[src/rtl/vga_timing_pkg.sv]
// Default 640x480@60 raster constants shared by the VGA timing path.
// Output bundle type used by vga_timing_gen.
package vga_timing_pkg;

    localparam int COORD_W = 10;

    localparam int VGA_H_DISPLAY = 640;
    localparam int VGA_H_FRONT   = 16;
    localparam int VGA_H_SYNC    = 96;
    localparam int VGA_H_BACK    = 48;

    localparam int VGA_V_DISPLAY = 480;
    localparam int VGA_V_FRONT   = 10;
    localparam int VGA_V_SYNC    = 2;
    localparam int VGA_V_BACK    = 33;

    localparam int VGA_H_TOTAL = VGA_H_DISPLAY + VGA_H_FRONT
                               + VGA_H_SYNC + VGA_H_BACK;
    localparam int VGA_V_TOTAL = VGA_V_DISPLAY + VGA_V_FRONT
                               + VGA_V_SYNC + VGA_V_BACK;

    typedef struct packed {
        logic [COORD_W-1:0] hpos;
        logic [COORD_W-1:0] vpos;
        logic               de;
        logic               hs;
        logic               vs;
        logic               ls;
        logic               fs;
        logic               vb;
        logic [7:0]         fc;
    } vga_out_t;

endpackage

[src/rtl/vga_axis_counter.sv]
// Modulo-N counter with enable, synchronous reset and wrap strobe.
// wrap is qualified by en so it can chain the next axis directly.
module vga_axis_counter
    import vga_timing_pkg::*;
#(
    parameter int N = VGA_H_TOTAL,
    parameter int W = COORD_W
) (
    input  logic         clk,
    input  logic         reset,
    input  logic         en,
    output logic [W-1:0] count,
    output logic         wrap
);

    localparam logic [W-1:0] LAST = W'(N - 1);

    assign wrap = en && (count == LAST);

    always_ff @(posedge clk) begin
        if (reset) begin
            count <= '0;
        end else if (en) begin
            count <= wrap ? '0 : count + 1'b1;
        end
    end

endmodule

[src/rtl/vga_timing_gen.sv]
// VGA raster timing: sync, display enable, coordinates and strobes.
// Define VGA_TIMING_OUTREG_EN to add one registered output stage.
module vga_timing_gen
    import vga_timing_pkg::*;
#(
    parameter int H_DISPLAY = VGA_H_DISPLAY,
    parameter int H_FRONT   = VGA_H_FRONT,
    parameter int H_SYNC    = VGA_H_SYNC,
    parameter int H_BACK    = VGA_H_BACK,
    parameter int V_DISPLAY = VGA_V_DISPLAY,
    parameter int V_FRONT   = VGA_V_FRONT,
    parameter int V_SYNC    = VGA_V_SYNC,
    parameter int V_BACK    = VGA_V_BACK,
    parameter bit SYNC_POL  = 1'b0
) (
    input  logic                clk,
    input  logic                reset,
    input  logic                pix_ce,
    output logic                hsync,
    output logic                vsync,
    output logic                display_on,
    output logic [COORD_W-1:0]  hpos,
    output logic [COORD_W-1:0]  vpos,
    output logic                line_start,
    output logic                frame_start,
    output logic                vblank_start,
    output logic [7:0]          frame_count
);

    localparam int H_TOTAL = H_DISPLAY + H_FRONT + H_SYNC + H_BACK;
    localparam int V_TOTAL = V_DISPLAY + V_FRONT + V_SYNC + V_BACK;
    localparam int CW1     = COORD_W + 1;

    // One extra bit so window ends equal to 1024 still compare correctly
    localparam logic [CW1-1:0] H_DE = CW1'(H_DISPLAY);
    localparam logic [CW1-1:0] H_LO = CW1'(H_DISPLAY + H_FRONT);
    localparam logic [CW1-1:0] H_HI = CW1'(H_DISPLAY + H_FRONT + H_SYNC);
    localparam logic [CW1-1:0] V_DE = CW1'(V_DISPLAY);
    localparam logic [CW1-1:0] V_LO = CW1'(V_DISPLAY + V_FRONT);
    localparam logic [CW1-1:0] V_HI = CW1'(V_DISPLAY + V_FRONT + V_SYNC);

    if (H_TOTAL > 1024 || V_TOTAL > 1024) begin : g_total_chk
        $error("vga_timing_gen: H_TOTAL/V_TOTAL must not exceed 1024");
    end

    logic [COORD_W-1:0] h_cnt;
    logic [COORD_W-1:0] v_cnt;
    logic               h_wrap;
    logic               v_wrap;
    logic [7:0]         f_cnt;
    logic [CW1-1:0]     h_ext;
    logic [CW1-1:0]     v_ext;

    vga_axis_counter #(
        .N (H_TOTAL),
        .W (COORD_W)
    ) u_h_cnt (
        .clk   (clk),
        .reset (reset),
        .en    (pix_ce),
        .count (h_cnt),
        .wrap  (h_wrap)
    );

    vga_axis_counter #(
        .N (V_TOTAL),
        .W (COORD_W)
    ) u_v_cnt (
        .clk   (clk),
        .reset (reset),
        .en    (h_wrap),
        .count (v_cnt),
        .wrap  (v_wrap)
    );

    always_ff @(posedge clk) begin
        if (reset) begin
            f_cnt <= '0;
        end else if (v_wrap) begin
            f_cnt <= f_cnt + 8'd1;
        end
    end

    assign h_ext = {1'b0, h_cnt};
    assign v_ext = {1'b0, v_cnt};

    vga_out_t dec;
    vga_out_t obuf;

    always_comb begin
        dec    = '0;
        dec.hs = ~SYNC_POL;
        dec.vs = ~SYNC_POL;
        if (!reset) begin
            dec.hpos = h_cnt;
            dec.vpos = v_cnt;
            dec.fc   = f_cnt;
            dec.de   = (h_ext < H_DE) && (v_ext < V_DE);
            if (h_ext >= H_LO && h_ext < H_HI) begin
                dec.hs = SYNC_POL;
            end
            if (v_ext >= V_LO && v_ext < V_HI) begin
                dec.vs = SYNC_POL;
            end
            // Qualified by pix_ce so a divided enable yields one-clk pulses
            dec.ls = pix_ce && (h_cnt == '0);
            dec.fs = dec.ls && (v_cnt == '0);
            dec.vb = dec.ls && (v_ext == V_DE);
        end
    end

`ifdef VGA_TIMING_OUTREG_EN
    always_ff @(posedge clk) begin
        if (reset) begin
            obuf    <= '0;
            obuf.hs <= ~SYNC_POL;
            obuf.vs <= ~SYNC_POL;
        end else begin
            obuf <= dec;
        end
    end
`else
    assign obuf = dec;
`endif

    assign hpos         = obuf.hpos;
    assign vpos         = obuf.vpos;
    assign display_on   = obuf.de;
    assign hsync        = obuf.hs;
    assign vsync        = obuf.vs;
    assign line_start   = obuf.ls;
    assign frame_start  = obuf.fs;
    assign vblank_start = obuf.vb;
    assign frame_count  = obuf.fc;

endmodule

[config.mk]
export PLATFORM = sky130hd
export DESIGN_NAME = vga_timing_gen
export DESIGN_NICKNAME = d
export VERILOG_FILES = /design/src/rtl/vga_timing_pkg.sv /design/src/rtl/vga_axis_counter.sv /design/src/rtl/vga_timing_gen.sv
export SDC_FILE = /design/constraint.sdc
export NUM_CORES = 1
export LEC_CHECK = 0
export CAP_MARGIN = 20
export CORE_UTILIZATION = 52
export CTS_BUF_LIST = sky130_fd_sc_hd__clkbuf_2 sky130_fd_sc_hd__clkbuf_4 sky130_fd_sc_hd__clkbuf_8
export DETAILED_ROUTE_END_ITERATION = 7
export PLACE_DENSITY = 0.91
export REMOVE_ABC_BUFFERS = 1
export SYNTH_ARGS = -nofsm -noshare
export SYNTH_HDL_FRONTEND = slang
export SYNTH_SLANG_ARGS = --single-unit
[constraint.sdc]
create_clock -name clk -period 2.55 [get_ports clk]
set_input_delay 0.255 -clock clk [delete_from_list [all_inputs] [get_ports clk]]
set_output_delay 0.255 -clock clk [all_outputs]
set_load 0.005 [all_outputs]
# Word level (Yosys, flattened, before mapping)
# Index checks and enable logic that the tools add are counted.
dict set report word_totals {
  output_inout_bits 34
  ff_bits 28
  in_bits 3
  word_cells 30
}
dict set report op_classes {
  reduce_logical 10
  eq_ne 3
  muxes 5
  addsub 3
  magnitude_cmp 6
}
# operator count
set ops {}
lappend ops {{$mux 34} 1}
lappend ops {{$add 10x1->10 const B} 2}
lappend ops {{$eq 10x10->1 const B} 2}
lappend ops {{$logic_not 10->1} 2}
lappend ops {{$lt 10x10->1 const B} 2}
lappend ops {{$lt 10x9->1 const B} 2}
lappend ops {{$mux 10} 2}
lappend ops {{$eq 10x9->1 const B} 1}
lappend ops {{$ge 10x10->1 const B} 1}
lappend ops {{$ge 10x9->1 const B} 1}
lappend ops {{$add 8x1->8 const B} 1}
lappend ops {{$logic_and 1x1->1} 8}
lappend ops {{$mux 1} 2}

# Depth between registers and ports, before layout
dict set report logic_depth {
  depth_word 4
  ltp_mapped 7
}

# Cells and area by module
# Synthesis repeated with hierarchy kept, for this count alone.
dict set report hier_totals {
  cells_unflattened 199
  hier_area_um2 1691.6
}
# mod instances cells_per_inst area_per_inst_um2
set modules_own_cells {}
lappend modules_own_cells {vga_timing_gen 1 87 681.9}
lappend modules_own_cells {{vga_axis_counter (u_h_cnt)} 1 56 506.7}
lappend modules_own_cells {{vga_axis_counter (u_v_cnt)} 1 56 503.0}

# Least setup slack after synthesis
# No wires, ideal clock.
dict set report synth_timing {
  path_type {reg-to-reg}
  start {reg u_v_cnt.count[5]}
  end {reg f_cnt[7]}
  period_less_slack_ps 2041
  slack_ps 509
  arrival_time_ps 1970
  setup_ps 70
  required_time_ps 2480
  stages_incl_launch_ff 6
  path_buffers 1
  cell_sequence {dfxtp_1 -> or4_4 -> or3_4 -> buf_6 -> or4_1 -> a21oi_1}
}
dict set report synth_via {
  elab_chain_len 2
}
# element line_no
set synth_lines {}
lappend synth_lines {{start, declared} vga_axis_counter.sv:12} ;# output logic [W-1:0] count,
lappend synth_lines {{start signal, assigned} vga_axis_counter.sv:24} ;# count <= wrap ? '0 : count + 1'b1;
lappend synth_lines {{$eq 10x10->1} vga_axis_counter.sv:18} ;# assign wrap = en && (count == LAST);
lappend synth_lines {{$logic_and 1x1->1} vga_axis_counter.sv:18}
lappend synth_lines {{end signal, assigned} vga_timing_gen.sv:80} ;# f_cnt <= f_cnt + 8'd1;
lappend synth_lines {{end, declared} vga_timing_gen.sv:50} ;# logic [7:0] f_cnt;
# No other way between the ends.
# A chain may end at the register's enable or synchronous reset.

# Worst setup path after layout
dict set report layout_timing {
  start {reg u_h_cnt.count[0]}
  end {out line_start}
}
dict set report layout_via {
  elab_chain_len 3
}
# element line_no
set layout_lines {}
lappend layout_lines {{start, declared} vga_axis_counter.sv:12}
lappend layout_lines {{start signal, assigned} vga_axis_counter.sv:24}
lappend layout_lines {{$logic_not 10->1} vga_timing_gen.sv:106} ;# dec.ls = pix_ce && (h_cnt == '0);
lappend layout_lines {{$logic_and 1x1->1} vga_timing_gen.sv:106}
lappend layout_lines {{$mux 34} vga_timing_gen.sv:94} ;# if (!reset) begin
lappend layout_lines {{end, declared} vga_timing_gen.sv:24} ;# output logic line_start,
# No other way between the ends.

==> flow_metrics.py <==
metrics = {
    "run_status": {
        "status": "completed",
    },
    "pwr": {
        "p_per_area_nw_per_um2": 370,
        "switching_share": 0.208,
        "comb_power_share": 0.069,
        "p_leak_nw": 0.752,
        "power_frac_clock": 0.368,
        "peakVddDrop_mv": 0.225,
        "p_int_uw": 624,
        "p_sw_uw": 164,
        "p_seq_frac": 0.563,
    },
    "clock_network": {
        "cts-htree-levels": 1,
        "clkSlewWorstSetupHoldPaths_ns": 0.15,
        "cts_made_buffers": 3,
        "cts_hold_buf": 0,
        "clock-sinks": 28,
        "cts-root-buf": "clkbuf_4",
        "cts_buffer_depth": 2,
        "clk_latency_ns": 0.33,
        "cts_tree": "yes",
    },
    "hold_path": {
        "worstHoldStart": "f_cnt[7]",
        "hold_path_depth": 2,
        "hold_class": "flip-flop to flip-flop",
        "hold_end": "f_cnt[7]",
    },
    "placement": {
        "hpwl_um": 2450,
        "pre_cts_ws_ns": 0.0924,
        "io_buffers": 36,
        "gp_congestion": 0.833,
    },
    "worst_setup_path": {
        "r2r_setup_slack_ns": 0.47,
        "start_kind": "flip-flop",
        "critPathSlowestCell": "clkdlybuf4s50_1",
        "critPathArrivalTime_ns": 2.13,
        "reg2reg_from": "u_v_cnt.count[5]",
        "r2r-end": "f_cnt[5]",
        "path_cells": "inv_2 -> ha_1 -> nor4bb_1 -> nand2_1 -> nor4_4 -> buf_4 -> clkdlybuf4s50_1",
        "rr_worst_depth": 4,
        "slowest_delay_ns": 0.49,
        "path_class": "flip-flop to output pin",
        "crit_buf_inv": 3,
        "cp.required_ns": 2.30,
        "path_max_fanout": 3,
        "crit_path_end_kind": "output pin",
        "crit_family": "buffers and inverters",
    },
    "route": {
        "ant_nets": 0,
        "drtPass1Iterations": 4,
        "drt_iter0_drc": 76,
        "via_count": 1642,
        "wl_per_cell_um": 12.9,
        "drt_wl_total_um": 3660,
        "vias_per_cell": 5.76,
        "drc": 0,
    },
    "floorplan": {
        "die_h_um": 58.6,
        "fp-row-count": 20,
        "initial_utilization": 0.545,
        "dieArea_um2": 3430,
        "core_area_um2": 3050,
        "pin_count": 37,
        "die_w_um": 58.6,
    },
    "global_route": {
        "grt_max_degree": 45,
        "grt_pass1_wl_um": 6060,
        "grt_overflow_total": 0,
        "grt_pass1_vias": 1382,
        "grtUsageTotal": 0.225,
        "grt_antenna_before_repair": 0,
    },
    "synthesis": {
        "yosys-top-cells-count": "28 x dfxtp_1, 24 x nor2b_1, 19 x nor2_1",
        "netlist_top_cells_area": "dfxtp_1 34%, nor2b_1 9.0%, nor2_1 4.3%",
        "avgSynthCellArea_um2": 7.84,
        "synthCells": 212,
        "synth_edf_count": 0,
        "synth_top_cell_by_area": "dfxtp_1",
        "synth_flop_cell": "dfxtp_1",
        "async_flop_share": 0,
        "synth_top_area_share": 0.337,
        "yosysSeqAreaShare": 0.337,
        "ys_types": 33,
        "synth_seq_cells": 28,
        "ys_warn_count": 0,
        "post-synth-top-count-cell": "dfxtp_1",
        "synthesis.area_um2": 1660,
    },
    "sta": {
        "finalMaxSlewViolations": 0,
        "setup_slack_ns": 0.162,
        "finalClockSkew_ns": 0.00467,
        "hold_slack_ns": 0.487,
        "worst_slew_pin_slew_ns": 0.413,
        "fmax_ghz": 0.419,
        "setup_viol": 0,
        "rsz0062_at_grt": "no",
        "final.min_clock_period_ns": 2.39,
        "timing.final.crit_share": 0.936,
        "hold_viol_final": 0,
        "fin_tns_setup_ns": 0,
        "slew_headroom": 0.725,
    },
    "run": {
        "drv_cap": 0,
    },
    "cells_and_area": {
        "final_layout_size_suffix_gt1_frac": 0.0913,
        "antenna_cells": 0,
        "area_growth_pct": 28.1,
        "final.fill_count": 253,
        "nNetsFinal": 250,
    },
}
-- kinds of logic (layout without fill, tap and decap cells) --
family | count (synthesis) | after routing | share of synthesized area
AND/OR/NAND/NOR | 114 | 114 | 0.394
AO/OA/AOI/OAI | 30 | 30 | 0.103
flip-flops | 28 | 28 | 0.337
buffers and inverters | 22 | 51 | 0.0542
XOR/XNOR | 9 | 9 | 0.0474
adder cells (fa/ha/maj) | 5 | 5 | 0.0376
multiplexers | 4 | 4 | 0.0271
-- repair_timing --
action	4_1_cts	5_1_grt
resized for setup	2	7
pin swaps	1	1
setup buffers	0	1
cloned	0	0
setup endpoints to repair	2	2
-- per-stage QoR --
| stage | utilization | cell area (um2) | cells | total power [mW] |
|---|---|---|---|---|
| 6_report | 0.698 | 2130 | 285 | 0.787 |
| 5_1_grt | 0.698 | 2130 | 285 | 0.819 |
| 4_1_cts | 0.689 | 2100 | 284 | 0.786 |
| 3_5_place_dp | 0.670 | 2040 | 280 | 0.502 |
| 3_3_place_gp | 0.670 | 2040 | 280 | 0.502 |
| 2_1_floorplan | - | 1590 | 195 | 0.469 |
-- cell type report --
type                       instances  area (um2)  share of cell area
inverter                           5        18.8             0.00881
clock buffer                       3        22.5              0.0106
tap                               44        55.1              0.0259
clock inverter                     1        30.0              0.0141
multi-input combinational        162        1030               0.482
sequential                        28         566               0.266
timing repair buffer              42         410               0.193
-- worst max-delay path by stage --
stage	end	from	depth (start not counted)	slack, ns
3_3_place_gp	vblank_start	reset	7	0.14
4_1_cts	frame_start	u_h_cnt.count[0]	8	0.001
5_1_grt	line_start	u_h_cnt.count[0]	7	0.04
2_1_floorplan	u_v_cnt.count[6]	u_h_cnt.count[5]	4	0.40
3_5_place_dp	frame_start	reset	7	0.09
6_report	line_start	u_h_cnt.count[0]	7	0.16
-- power by group through the flow --
stage	combinational (mW)	clock, mW	sequential (mW)
detailed placement	0.0498	0	0.452
floorplan	0.0173	0	0.452
finish	0.0544	0.290	0.443
global placement	0.0493	0	0.452
CTS	0.0507	0.292	0.443
global route	0.0593	0.315	0.444
-- metal layers --
metal | global-route usage | wire, um | part of all wire
met1 | 0.306 | 1700 | 0.46
met4 | 0.0612 | 40 | 0.011
met2 | 0.371 | 1720 | 0.47
met3 | 0.0352 | 198 | 0.054
met5 | 0 | 0 | 0
-- sequential cells by signal (all words and copies together) (netlist names) --
| name | cells |
|---|---|
| u_h_cnt.count | 10 |
| u_v_cnt.count | 10 |
| f_cnt | 8 |
-- tightest hold or removal path, cell delays in order (launching register included) --
cell and delay (ns):
dfxtp_1 0.35, o31ai_1 0.06, a21oi_1 0.05
-- placed cells by master, fill, tap and decap left out, types with 2 or more instances in the layout --
cell,netlist,final
xnor2_1,4,4
nor4_1,4,3
o31ai_1,6,6
o21ai_0,8,8
nand2_1,11,11
and3_1,2,2
and4_1,3,3
or3_1,5,5
ha_1,5,5
mux2_2,4,4
clkdlybuf4s50_1,0,34
nor3_1,7,7
nor2_1,19,19
dfxtp_1,28,26
nor2b_1,24,24
inv_2,0,2
nand3_1,13,13
clkbuf_4,0,3
nand2b_1,2,2
xor2_1,5,5
buf_4,0,6
and4b_1,2,2
dlymetal6s2s_1,0,2
or4_1,6,6
inv_1,5,3
a21oi_1,14,14
nand4_1,10,10
Power figures use the tool's default switching activity.
